`config.mk`:
```
export PLATFORM = sky130hd
export DESIGN_NAME = ssd_scan_driver
export DESIGN_NICKNAME = d
export VERILOG_FILES = /design/src/rtl/ssd_pkg.sv /design/src/rtl/bin2bcd_seq.sv /design/src/rtl/ssd_scan_driver.sv
export SDC_FILE = /design/constraint.sdc
export NUM_CORES = 1
export LEC_CHECK = 0
export BUFFER_PORTS_ARGS = -buffer_cell sky130_fd_sc_hd__buf_2
export CAP_MARGIN = 10
export CORE_MARGIN = 1.5
export CORE_UTILIZATION = 61
export DETAILED_ROUTE_END_ITERATION = 12
export GPL_ROUTABILITY_DRIVEN = 0
export PLACE_DENSITY = 0.88
export SYNTH_ARGS = -nofsm -noshare
export SYNTH_HDL_FRONTEND = slang
export SYNTH_SLANG_ARGS = --single-unit
```
`constraint.sdc`:
```
create_clock -name clk -period 4 [get_ports clk]
set_input_delay 0.2 -clock clk [delete_from_list [all_inputs] [get_ports clk]]
set_output_delay 0.2 -clock clk [all_outputs]
set_load 0.03 [all_outputs]
```
`src/rtl/ssd_pkg.sv`:
```
// ssd_pkg: digit codes, FSM states, glyph table and BCD sizing for ssd_scan_driver
//   digit_t    4-bit digit code: 0-9 numerals, DIG_MINUS, DIG_DASH, DIG_BLANK
//   glyph()    code -> active-high segments {g,f,e,d,c,b,a}
//   bcd_digits ceil(w*log10(2)) decimal digits for a w-bit binary value
package ssd_pkg;
  typedef logic [3:0] digit_t;
  typedef enum logic [1:0] {IDLE, SHIFT, COMMIT} state_t;
  localparam digit_t DIG_MINUS = 4'hA;
  localparam digit_t DIG_DASH = 4'hB;
  localparam digit_t DIG_BLANK = 4'hF;
  localparam logic [6:0] GLYPH_0 = 7'h3F;
  function automatic int bcd_digits(input int w);
    return (w * 30103 + 99999) / 100000;
  endfunction
  function automatic logic [6:0] glyph(input digit_t d);
    case (d)
      4'd0: return GLYPH_0;
      4'd1: return 7'h06;
      4'd2: return 7'h5B;
      4'd3: return 7'h4F;
      4'd4: return 7'h66;
      4'd5: return 7'h6D;
      4'd6: return 7'h7D;
      4'd7: return 7'h07;
      4'd8: return 7'h7F;
      4'd9: return 7'h6F;
      DIG_MINUS, DIG_DASH: return 7'h40;
      default: return 7'h00;
    endcase
  endfunction
endpackage

```
`src/rtl/bin2bcd_seq.sv`:
```
// bin2bcd_seq: sequential shift-add-3 binary to BCD converter, one bit per cycle
//   clk, reset   clock, async active-low reset
//   start_i      load bin_i and begin DATA_W shift steps
//   bin_i        magnitude, DATA_W+1 bits; the top bit is always zero
//   busy_o       shift steps remaining
//   done_o       high during the final shift step (bcd_o valid next cycle)
//   bcd_o        NBCD packed BCD digits, digit 0 in bits [3:0]
module bin2bcd_seq #(
  parameter int DATA_W = 13,
  parameter int NBCD = 4
) (
  input  logic clk,
  input  logic reset,
  input  logic start_i,
  input  logic [DATA_W:0] bin_i,
  output logic busy_o,
  output logic done_o,
  output logic [4*NBCD-1:0] bcd_o
);
  localparam int CW = $clog2(DATA_W + 1);
  logic [DATA_W:0] bin_q, bin_d;
  logic [4*NBCD-1:0] bcd_q, bcd_d, adj;
  logic [CW-1:0] cnt_q, cnt_d;
  assign busy_o = cnt_q != '0;
  assign done_o = cnt_q == CW'(1);
  assign bcd_o = bcd_q;
  always_comb begin
    adj = bcd_q;
    for (int i = 0; i < NBCD; i++)
      adj[4*i +: 4] = bcd_q[4*i +: 4] > 4'd4 ? bcd_q[4*i +: 4] + 4'd3 : bcd_q[4*i +: 4];
    bin_d = bin_q;
    bcd_d = bcd_q;
    cnt_d = cnt_q;
    if (start_i) begin
      bin_d = bin_i;
      bcd_d = '0;
      cnt_d = CW'(DATA_W);
    end else if (busy_o) begin
      bcd_d = {adj[4*NBCD-2:0], bin_q[DATA_W-1]};
      bin_d = bin_q << 1;
      cnt_d = cnt_q - 1'b1;
    end
  end
  always_ff @(posedge clk or negedge reset)
    if (!reset) begin
      bin_q <= '0;
      bcd_q <= '0;
      cnt_q <= '0;
    end else begin
      bin_q <= bin_d;
      bcd_q <= bcd_d;
      cnt_q <= cnt_d;
    end
endmodule

```
`src/rtl/ssd_scan_driver.sv`:
```
// ssd_scan_driver: load/convert/commit control plus scanned seven-segment output
//   clk, reset   clock, async active-low reset
//   value        binary value, captured with load (signed_en selects two's complement)
//   load         one-cycle strobe; while busy it overwrites a single pending slot
//   anode        one-hot active-low digit enable, bit 0 = least significant digit
//   seg          {g,f,e,d,c,b,a}, inverted when SEG_ACTIVE_LOW
//   busy, done, overflow  conversion status, commit pulse, committed value too wide
// Optional: define SSD_LEAD_ZERO_BLANK_EN to blank leading zeros and float the minus sign.
module ssd_scan_driver import ssd_pkg::*; #(
  parameter int DATA_W = 13,
  parameter int DIGITS = 4,
  parameter int REFRESH_DIV = 100000,
  parameter int SEG_ACTIVE_LOW = 1
) (
  input  logic clk,
  input  logic reset,
  input  logic [DATA_W-1:0] value,
  input  logic signed_en,
  input  logic load,
  output logic [DIGITS-1:0] anode,
  output logic [6:0] seg,
  output logic busy,
  output logic done,
  output logic overflow
);
  localparam int NBCD = bcd_digits(DATA_W);
  localparam int NX = NBCD > DIGITS ? NBCD : DIGITS;
  localparam int CW = REFRESH_DIV > 1 ? $clog2(REFRESH_DIV) : 1;
  localparam int IW = DIGITS > 1 ? $clog2(DIGITS) : 1;
  localparam logic [6:0] SEG_RST = SEG_ACTIVE_LOW != 0 ? ~GLYPH_0 : GLYPH_0;
  state_t state_q, state_d;
  logic pend_q, pend_d, psgn_q, psgn_d, neg_q, neg_d, ovf_q, ovf_d, ovf;
  logic [DATA_W-1:0] pval_q, pval_d, src_val;
  logic src_sgn, neg_s, start, eng_busy, eng_last, wrap;
  logic [DATA_W:0] mag;
  logic [4*NBCD-1:0] bcd;
  logic [4*NX-1:0] bcdx;
  digit_t [DIGITS-1:0] code, disp_q, disp_d;
  logic [CW-1:0] cnt_q, cnt_d;
  logic [IW-1:0] idx_q, idx_d;
  logic [DIGITS-1:0] anode_q, anode_d;
  logic [6:0] seg_q, seg_d, seg_raw;
  assign busy = state_q != IDLE || pend_q || eng_busy;
  assign done = state_q == COMMIT;
  assign overflow = ovf_q;
  assign anode = anode_q;
  assign seg = seg_q;
  // one extra bit so that -2^(DATA_W-1) negates to its true magnitude
  assign neg_s = src_sgn && src_val[DATA_W-1];
  assign mag = neg_s ? -{src_val[DATA_W-1], src_val} : {1'b0, src_val};
  assign bcdx = (4*NX)'(bcd);
  bin2bcd_seq #(.DATA_W(DATA_W), .NBCD(NBCD)) u_bcd (
    .clk(clk),
    .reset(reset),
    .start_i(start),
    .bin_i(mag),
    .busy_o(eng_busy),
    .done_o(eng_last),
    .bcd_o(bcd)
  );
  always_comb begin
    state_d = state_q;
    pend_d = pend_q;
    pval_d = pval_q;
    psgn_d = psgn_q;
    neg_d = neg_q;
    start = 1'b0;
    src_val = value;
    src_sgn = signed_en;
    case (state_q)
      IDLE: begin
        start = load;
        state_d = load ? SHIFT : IDLE;
      end
      SHIFT: state_d = eng_last ? COMMIT : SHIFT;
      COMMIT: begin
        // a load arriving in this cycle supersedes the pending slot and restarts at once
        start = load || pend_q;
        src_val = load ? value : pval_q;
        src_sgn = load ? signed_en : psgn_q;
        state_d = start ? SHIFT : IDLE;
        pend_d = 1'b0;
      end
      default: state_d = IDLE;
    endcase
    if (load && state_q == SHIFT) begin
      pend_d = 1'b1;
      pval_d = value;
      psgn_d = signed_en;
    end
    if (start) neg_d = neg_s;
  end
  always_comb begin
    ovf = 1'b0;
    for (int i = 0; i < NX; i++)
      if (bcdx[4*i +: 4] != 4'd0 && i >= DIGITS - int'(neg_q)) ovf = 1'b1;
`ifdef SSD_LEAD_ZERO_BLANK_EN
    begin
      int msd;
      msd = 0;
      for (int i = 0; i < DIGITS; i++)
        if (bcdx[4*i +: 4] != 4'd0) msd = i;
      for (int i = 0; i < DIGITS; i++) begin
        code[i] = i <= msd ? digit_t'(bcdx[4*i +: 4]) : (neg_q && i == msd + 1) ? DIG_MINUS : DIG_BLANK;
        if (ovf) code[i] = DIG_DASH;
      end
    end
`else
    for (int i = 0; i < DIGITS; i++) begin
      code[i] = (neg_q && i == DIGITS - 1) ? DIG_MINUS : digit_t'(bcdx[4*i +: 4]);
      if (ovf) code[i] = DIG_DASH;
    end
`endif
  end
  // anode/seg are built from next-cycle state so a commit shows on the very next clock
  always_comb begin
    disp_d = state_q == COMMIT ? code : disp_q;
    ovf_d = state_q == COMMIT ? ovf : ovf_q;
    wrap = cnt_q == CW'(REFRESH_DIV - 1);
    cnt_d = wrap ? '0 : cnt_q + 1'b1;
    idx_d = wrap ? (idx_q == IW'(DIGITS - 1) ? '0 : idx_q + 1'b1) : idx_q;
    anode_d = ~(DIGITS'(1) << idx_d);
    seg_raw = glyph(disp_d[idx_d]);
    seg_d = SEG_ACTIVE_LOW != 0 ? ~seg_raw : seg_raw;
  end
  always_ff @(posedge clk or negedge reset)
    if (!reset) begin
      state_q <= IDLE;
      pend_q <= 1'b0;
      pval_q <= '0;
      psgn_q <= 1'b0;
      neg_q <= 1'b0;
      ovf_q <= 1'b0;
      disp_q <= '0;
      cnt_q <= '0;
      idx_q <= '0;
      anode_q <= ~DIGITS'(1);
      seg_q <= SEG_RST;
    end else begin
      state_q <= state_d;
      pend_q <= pend_d;
      pval_q <= pval_d;
      psgn_q <= psgn_d;
      neg_q <= neg_d;
      ovf_q <= ovf_d;
      disp_q <= disp_d;
      cnt_q <= cnt_d;
      idx_q <= idx_d;
      anode_q <= anode_d;
      seg_q <= seg_d;
    end
endmodule

```
== After elaboration in Yosys (flattened, before gate mapping) ==
Memories as Yosys holds them, arrays and structs flattened.
Index checks and enable logic that the tools add are counted.

* Register bits: 98
* ROM bits: 112
* Logic and storage cells: 99
* Memories kept: 1

{| class="wikitable"
|+ Memories
! memory !! depth !! bits a word !! read ports !! clocked after Yosys merged registers in !! wr ports !! line !! text
|-
| (no name shown) || 16 || 7 || 1 || 0 || 0 || ssd_pkg.sv:16 || <nowiki>case (d)</nowiki>
|}

* Add/sub/neg operators: 9
* Order comparisons: 9
* Equality and inequality tests: 5
* Shift-type cells: 1
* Multiplexer cells: 37
* Bitwise logic cells: 2
* Reductions and logical operators: 18

{| class="wikitable"
|+ Operators with widths
! cell !! number
|-
| 13-bit two-way mux || 5
|-
| 16-bit two-way mux || 3
|-
| 4-bit two-way mux || 11
|-
| 4-bit nonzero test || 5
|-
| 17-bit by 1-bit adder with 17-bit output (second input constant) || 1
|-
| 17-bit equality test (second input constant) || 1
|-
| 17-bit two-way mux || 1
|-
| 4-bit by 3-bit > comparator with 1-bit output (second input constant) || 4
|-
| 13-bit negator || 1
|-
| 4-bit by 2-bit adder with 4-bit output (second input constant) || 3
|-
| 1-bit two-way mux || 10
|-
| 4-bit binary-select mux with 2-bit select || 1
|-
| 3-bit by 4-bit greater-or-equal comparator with 1-bit output (first input constant) || 2
|-
| 7-bit NOT || 1
|-
| 1-bit logical AND || 6
|-
| 2-bit two-way mux || 3
|-
| 2-bit one-hot mux with 3 select lines || 1
|-
| 2-bit nonzero test || 3
|-
| 2-bit equality test (second input constant) || 2
|-
| 4-bit by 1-bit equality test with 1-bit output (second input constant) || 1
|-
| 1-bit by 4-bit greater-or-equal comparator with 1-bit output (first input constant) || 1
|-
| 2-bit by 4-bit greater-or-equal comparator with 1-bit output (first input constant) || 1
|-
| 4-bit NOT || 1
|-
| 1-bit by 2-bit left shift with 4-bit output (first input constant) || 1
|-
| other kinds (10) || 12
|}

== Longest topological paths before layout ==
Gate-level depths: netlist of run 1.
An unclocked memory read counts as a cell.

* Depth after elaboration: 13
* Mapped depth: 14
* Mapped depth without buffers: 12

== Hierarchy ==
From an unflattened synthesis of run 1, not the netlist that was laid out.

* Cell total of the unflattened synthesis: 516
* Area, all modules: 5146.2 sq um

{| class="wikitable"
|+ By module, submodules not included
! module !! times used !! cells an instance !! area an instance (sq um) !! seq. area each (sq um)
|-
| ssd_scan_driver || 1 || 334 || 3380.7 || 1631.6
|-
| bin2bcd_seq || 1 || 182 || 1765.4 || 825.8
|}

== Worst setup path after synthesis of run 1 ==
OpenSTA, ideal clock, no wires.

* Path type: register -> register
* From: reg cnt_q[5]
* To: reg seg_q[1], in the netlist seg[1]
* Arrival time: 3.017 ns
* Data required time: 3.879 ns
* Slack: 0.862 ns
* Stages on the path, launching flop included: 12
* Buffers on the path: 2
* Clock period less this slack: 3.138 ns
* Path through: dfrtp_1 or4b_4 nor4_4 buf_6 mux2_4 buf_6 mux2i_1 mux2i_2 inv_1 ha_1 and2_1 o22a_1

* Longest elaborated chain between the ends: 6

{| class="wikitable"
|+ RTL lines
! element !! line !! text
|-
| from (decl) || ssd_scan_driver.sv:39 || <nowiki>logic [CW-1:0] cnt_q, cnt_d;</nowiki>
|-
| from (signal assigned) || ssd_scan_driver.sv:147 || <nowiki>cnt_q <= cnt_d;</nowiki>
|-
| 17-bit equality test || ssd_scan_driver.sv:119 || <nowiki>wrap = cnt_q == CW'(REFRESH_DIV - 1);</nowiki>
|-
| 2-bit two-way mux || ssd_scan_driver.sv:121 || <nowiki>idx_d = wrap ? (idx_q == IW'(DIGITS - 1) ? '0 : idx_q + 1'b1) : idx_q;</nowiki>
|-
| named net idx_d[0] || ssd_scan_driver.sv:40 || <nowiki>logic [IW-1:0] idx_q, idx_d;</nowiki>
|-
| 4-bit binary-select mux with 2-bit select || ssd_scan_driver.sv:123 || <nowiki>seg_raw = glyph(disp_d[idx_d]);</nowiki>
|-
| 4-bit two-way mux (implied by the code) || ssd_scan_driver.sv:123 ||
|-
| memory 16 x 7 bit || -- ||
|-
| 7-bit NOT || ssd_scan_driver.sv:124 || <nowiki>seg_d = SEG_ACTIVE_LOW != 0 ? ~seg_raw : seg_raw;</nowiki>
|-
| named net seg_d[1] || ssd_scan_driver.sv:42 || <nowiki>logic [6:0] seg_q, seg_d, seg_raw;</nowiki>
|-
| to (signal assigned) || ssd_scan_driver.sv:150 || <nowiki>seg_q <= seg_d;</nowiki>
|-
| to (decl) || ssd_scan_driver.sv:42 ||
|}

The timed path passes the listed nets, and every way through them passes these cells. The select of a mux whose other input is x is not followed.
A chain may end at the register's enable or synchronous reset.

== Final worst setup path of run 1 ==
* From: reg cnt_q[13]
* To: reg seg_q[4], in the netlist seg[4]

Same word-level chain as after synthesis.

==> results.ini, run 1 <==
[power_and_ir_drop]
internal_power_w = 0.00216
p_total_w = 0.00345
p_per_area_mw_per_mm2 = 622
ir_worst_vdd_mv = 0.313
swShare_pct = 37.6
combPwrFrac_pct = 36.7
p_leak_nw = 2.48
seqPwrFrac_pct = 45.0
p_clk_share_pct = 18.3
power_switching_w = 0.00130

[sta]
holdWs_ns = 0.0757
relSlewSlack_pct = 19.4
min_period_over_period_pct = 83.1
finalMaxSlewViolations = 0
rsz0062_at_grt = false
worstMarginPinSlew_ns = 1.21
tns_ns = 0
setup_viol = 0
period_minus_slack_ns = 3.32
skew_ns = 0.0184
fmax_mhz = 301
hold_viol = 0

[worst_setup_path]
crit_path_end_kind = flop
crit_family = multiplexers
critical_path.most_common_cell = mux2i_1
crit_chain = or4b_2 > nor4_4 > mux2i_2 > clkinv_2 > mux2i_1 > mux2i_1 > buf_4 > mux2_2 > o21ai_1
critPathKind = reg2reg
cp.arrival_ns = 3.61
crit_fanout = 11
cp_slowest_stage_delay_ns = 0.72
cp_num_buf_inv = 2
cp.depth = 9
r2r_cells = 9
cp_slowest_cell = or4b_2
required_ns = 4.29
critPathLaunchType = flop

[grt]
grt_busiest_layer = met2
gr-usage-met3_pct = 4.59
grt_usage_pct = 24.9
use_met1_pct = 32.6
antenna_found_initial = 0
gr-total-overflow = 0
grt_max_degree = 58
grt_pass1_vias = 3816
grt_pass1_wl_um = 17600
use_met2_pct = 41.7

[floorplanning]
die_w_um = 94.6
dieArea_mm2 = 0.00896
rows = 33
dieHeight_um = 94.6
core_mm2 = 0.00818
boundaryPins = 31
start_util_pct = 62.7

[final_layout]
fill_cells = 605
finalNetCount = 590
antenna_cells = 0
drive_above_1_share_pct = 15.4
synthToLayoutAreaGrowth_pct = 8.50
fin_area_mm2 = 0.00556

[run_status]
outcome = finished clean

[detailed_routing]
via_per_inst = 5.85
vias = 3884
postRouteAntennaNets = 0
wire_per_inst_um = 15.2
drtIter0Drc = 225
drt-total-wl_um = 10100
post-route-drc-count = 0
firstDrtPassIters = 6

[clocking]
cts_buffers = 9
clk_latency_ns = 0.37
clk_pin_slew_worst_paths_ns = 0.10
cts-root-buf = clkbuf_8
post_cts_resized = 0
htreeDepth = 3
numClockSinks = 98
clockBufferDepth = 2
cts_tree = built

[synth]
ys_seq_area_share_pct = 48.0
syn_area_mm2 = 0.00512
synth_edf_count = 0
synthFlopType = dfrtp_1
syn_nets = 564
yosys.area.top_type = dfrtp_1
synthTopCellsByArea = dfrtp_1, nand2_1, mux2i_1
synth.distinct_cells = 48
ys_seq_elements = 98
synth.most_common_cell = dfrtp_1
synthCells = 528
async_flop_share_pct = 100
netlist_top_cells_count = dfrtp_1, nand2_1, o21ai_0
syn_avg_cell_area_um2 = 9.70
synth_top_area_share_pct = 45.9
yosys_warnings = 0

[place]
placed_area_mm2 = 0.00536
place_hpwl_um = 7050
port-buffer-count = 30

[min_path]
hold_class = in2reg
min_path_cells = 2

[job]
drv_cap = 0

[per-stage QoR]
stage	worst slack, ns	utilization [%]	cells
2_1_floorplan	0.862	-	528
3_3_place_gp	0.826	65.6	647
3_5_place_dp	0.700	65.6	647
4_1_cts	0.670	68.0	664
5_1_grt	0.465	68.0	664
6_report	0.677	68.0	664
[cell type report]
type                            instances  area (um^2)  area share [%]
Multi-Input combinational cell        382         2470            44.5
Clock inverter                          5         56.3            1.01
Timing Repair Buffer                   38          215            3.87
Sequential cell                        98         2460            44.2
Tap cell                              105          131            2.36
Clock buffer                           11          131            2.36
Inverter                               25         95.1            1.71
[registers in the layout, summed over array words and instances (netlist names), 4 cells and up]
signal and cells:
disp_q 16, u_bcd.bcd_o 16, seg 7, u_bcd.cnt_q 4
pval_q 13, anode 4, u_bcd.bin_q 13, cnt_q 17
[final timing paths]
kind | from | to | slack (ns)
worst max-delay path | cnt_q[13] | seg[4] | 0.68
worst min-delay path | value[2] | pval_q[2] | 0.08
worst max register to register | cnt_q[13] | seg[4] | 0.68
worst min register to register | overflow | overflow | 0.48
max in group asynchronous | reset | u_bcd.bcd_o[8] | 2.59
min in group asynchronous | reset | cnt_q[14] | 0.40
[placed cells by master, fill, tap and decap left out, types with 4 or more instances in the layout]
master	netlist	final
a211oi_1	9	9
a21oi_1	32	32
a31oi_1	8	8
and3_1	8	8
buf_2	0	29
buf_4	1	8
clkbuf_8	0	9
dfrtp_1	94	94
dfstp_2	4	4
ha_1	19	19
inv_1	23	23
mux2_2	17	17
mux2i_1	24	24
nand2_1	87	87
nand3_1	18	18
nand4_1	5	5
nor2_1	29	29
nor3_1	12	12
o211ai_1	7	7
o21ai_0	34	34
o21bai_1	5	5
xnor2_1	26	26
[worst register-to-register path: stages (launching register included)]
cell      delay (ns)
dfrtp_1         0.43
or4b_2          0.72
nor4_4          0.29
mux2i_2         0.55
clkinv_2        0.22
mux2i_1         0.18
mux2i_1         0.15
buf_4           0.19
mux2_2          0.35
o21ai_1         0.16
[cells by family after synthesis]
group           count (synthesis)  synth area share, %
buf+inv                        48                 3.91
compound gates                105                 11.9
fa+ha+maj                      19                 4.64
xor+xnor                       29                 4.96
mux                            45                 9.70
simple gates                  184                 17.0
flops                          98                 48.0
[routing by layer]
layer / vias up / wire (um)
li1: 1877 / -
met1: 1903 / 4450
met2: 90 / 5140
met3: 14 / 374
met4: 0 / 123
met5: - / 0
[power by group through the flow]
stage	clock [W]	combinational [W]	sequential, W
global placement	0	0.00119	0.00155
floorplan	0	0.000946	0.00156
finish	0.000631	0.00127	0.00155
detailed placement	0	0.00126	0.00157
CTS	0.000638	0.00127	0.00155
global route	0.000686	0.00144	0.00160
[repair_timing]
| action | in CTS | in global routing |
|---|---|---|
| hold buffers | 1 | 0 |
| hold endpoints to repair | 52 | 0 |
| setup buffers | 0 | 0 |
Power figures use the tool's default switching activity.
==> inputs of run 2 (changes only) <==
CORE_UTILIZATION = 55   (was 61)
PLACE_DENSITY = 0.84   (was 0.88)
clock period = 2.8 ns   (was 4 ns; I/O delays follow)
==> results.ini, run 2 (synthesis gave the netlist of run 1 again) <==
[clocking]
cts_buffers = 9  ; unchanged
numClockSinks = 98  ; unchanged
clockBufferDepth = 2  ; unchanged
clk_latency_ns = 0.38  ; about the same
cts_tree = built
htreeDepth = 3  ; unchanged
clk_pin_slew_worst_paths_ns = 0.10  ; about the same
cts-root-buf = clkbuf_8

[final_layout]
antenna_cells = 0  ; unchanged
synthToLayoutAreaGrowth_pct = 15.4
drive_above_1_share_pct = 22.2  ; +6.8 points
fill_cells = 670  ; +11%
largest_register_ffs = 17  ; unchanged
finalNetCount = 621  ; +5.3%
final_common_cell = dfrtp_1
final_util_pct = 64.6  ; -3.4 points
layout_common_cells = dfrtp_1, nand2_1, buf_4
fin_cells = 701  ; +5.6%
largest_register = cnt_q
fin_area_mm2 = 0.00591  ; +6.3%

[sta]
worstMarginPinSlew_ns = 0.829  ; -0.380 ns
rsz0062_at_grt = true
skew_ns = 0.0165  ; -0.00190 ns
fmax_mhz = 341  ; +13%
relSlewSlack_pct = 44.7  ; +25 points
hold_viol = 0  ; unchanged
min_period_over_period_pct = 105  ; +22 points
finalMaxSlewViolations = 0  ; unchanged
period_minus_slack_ns = 2.93  ; -0.394 ns
layout_setup_ws_ns = -0.129  ; -0.806 ns
setup_viol = 7  ; +7
holdWs_ns = 0.00530  ; -0.0704 ns

[worst_setup_path]
critical_path.most_common_cell = mux2_4
cp_slowest_cell = or4b_4
critPathLaunchType = flop
crit_path_end_kind = flop
crit_fanout = 6  ; -5
cp_slowest_stage_delay_ns = 0.55  ; -0.17 ns
required_ns = 3.06  ; -1.23 ns
cp.arrival_ns = 3.19  ; -0.42 ns
crit_chain = or4b_4 > nor4_4 > mux2_4 > mux2_4 > mux2i_4 > inv_2 > ha_2 > mux2i_1 > o21ai_1
cp_num_buf_inv = 1  ; -1
crit_family = multiplexers
critPathKind = reg2reg

[detailed_routing]
vias = 3974  ; +2.3%
firstDrtPassIters = 4  ; -2
drtIter0Drc = 183  ; -19%
wire_per_inst_um = 15.2  ; +0.21%
postRouteAntennaNets = 0  ; unchanged
drt-total-wl_um = 10700  ; +5.8%
via_per_inst = 5.67  ; -3.1%
post-route-drc-count = 0  ; unchanged

[run_status]
outcome = finished with violations
violations = negative setup slack

[grt]
grt_pass1_wl_um = 18600  ; +5.9%
use_met1_pct = 31.4  ; -1.1 points
grt_busiest_layer = met2
use_met2_pct = 38.4  ; -3.3 points
gr-usage-met3_pct = 3.87  ; -0.72 points
grt_usage_pct = 23.5  ; -1.4 points
gr-total-overflow = 0  ; unchanged
grt_max_degree = 67  ; +16%
grt_pass1_vias = 3976  ; +4.2%
antenna_found_initial = 0  ; unchanged

[place]
place_ws_ns = -0.151  ; -0.852 ns
port-buffer-count = 30  ; unchanged
placed_area_mm2 = 0.00555  ; +3.5%
dp_cells = 674  ; +4.2%
place_hpwl_um = 7240  ; +2.7%

[floorplanning]
boundaryPins = 31  ; unchanged
die_w_um = 99.5  ; +5.1%
dieHeight_um = 99.5  ; +5.1%
dieArea_mm2 = 0.00990  ; +11%
core_mm2 = 0.00915  ; +12%
start_util_pct = 56.0  ; -6.7 points
rows = 35  ; +6.1%

[power_and_ir_drop]
p_per_area_mw_per_mm2 = 878  ; +41%
p_leak_nw = 2.66  ; +7.2%
ir_worst_vdd_mv = 0.495  ; +58%

[job]
drv_cap = 0  ; unchanged

[min_path]
hold_class = in2reg

run 2: stage by stage:
stage / total power, W / setup TNS [ns]
2_1_floorplan: 0.00359 / -1.01
3_3_place_gp: 0.00394 / -0.126
5_1_grt: 0.00558 / -1.28
3_5_place_dp: 0.00409 / -0.653
6_report: 0.00519 / -0.735
4_1_cts: 0.00515 / -0.421
run 2: worst register-to-register path, cell delays in order (launching register included):
cell and delay (ns):
dfrtp_1 0.39, or4b_4 0.55, nor4_4 0.41, mux2_4 0.39
mux2_4 0.32, mux2i_4 0.23, inv_2 0.08, ha_2 0.19
mux2i_1 0.15, o21ai_1 0.09
run 2: worst paths after layout:
path,startpoint,end,slack (ns),cells after the start
setup / recovery,cnt_q[12],seg[5],-0.13,9
hold / removal,value[10],pval_q[10],0.005,2
setup reg to reg,cnt_q[12],seg[5],-0.13,9
hold reg to reg,overflow,overflow,0.48,2
max in group asynchronous,reset,u_bcd.bcd_o[2],1.75,3
min in group asynchronous,reset,seg[0],0.38,2
run 2: where the power goes:
| part | switching (W) | internal (W) | leakage (nW) | total (W) |
|---|---|---|---|---|
| Sequential | 0.000340 | 0.00188 | 1.23 | 0.00222 |
| Combinational | 0.00111 | 0.000900 | 1.32 | 0.00201 |
| Clock | 0.000529 | 0.000426 | 0.103 | 0.000955 |
run 2: timing repair:
action | in CTS | in global routing
endpoints found under the hold margin | 62 | 0
setup endpoints to repair | 7 | 7
hold buffers | 2 | 0
buffers inserted | 8 | 1
gates resized for setup | 13 | 7
pin swaps | 5 | 1
run 2: routing by layer:
layer	vias to the layer above	wire length (um)
met2	84	5370
met5	-	0
li1	1936	-
met1	1934	4760
met3	20	337
met4	0	207
run 2: cell type report:
cell class	count	area, um^2	share of cell area [%]
Clock buffer	10	128	2.16
Tap cell	111	139	2.35
Clock inverter	6	72.6	1.23
Inverter	25	95.1	1.61
Timing Repair Buffer	69	470	7.96
Sequential cell	98	2460	41.6
Multi-Input combinational cell	382	2550	43.1
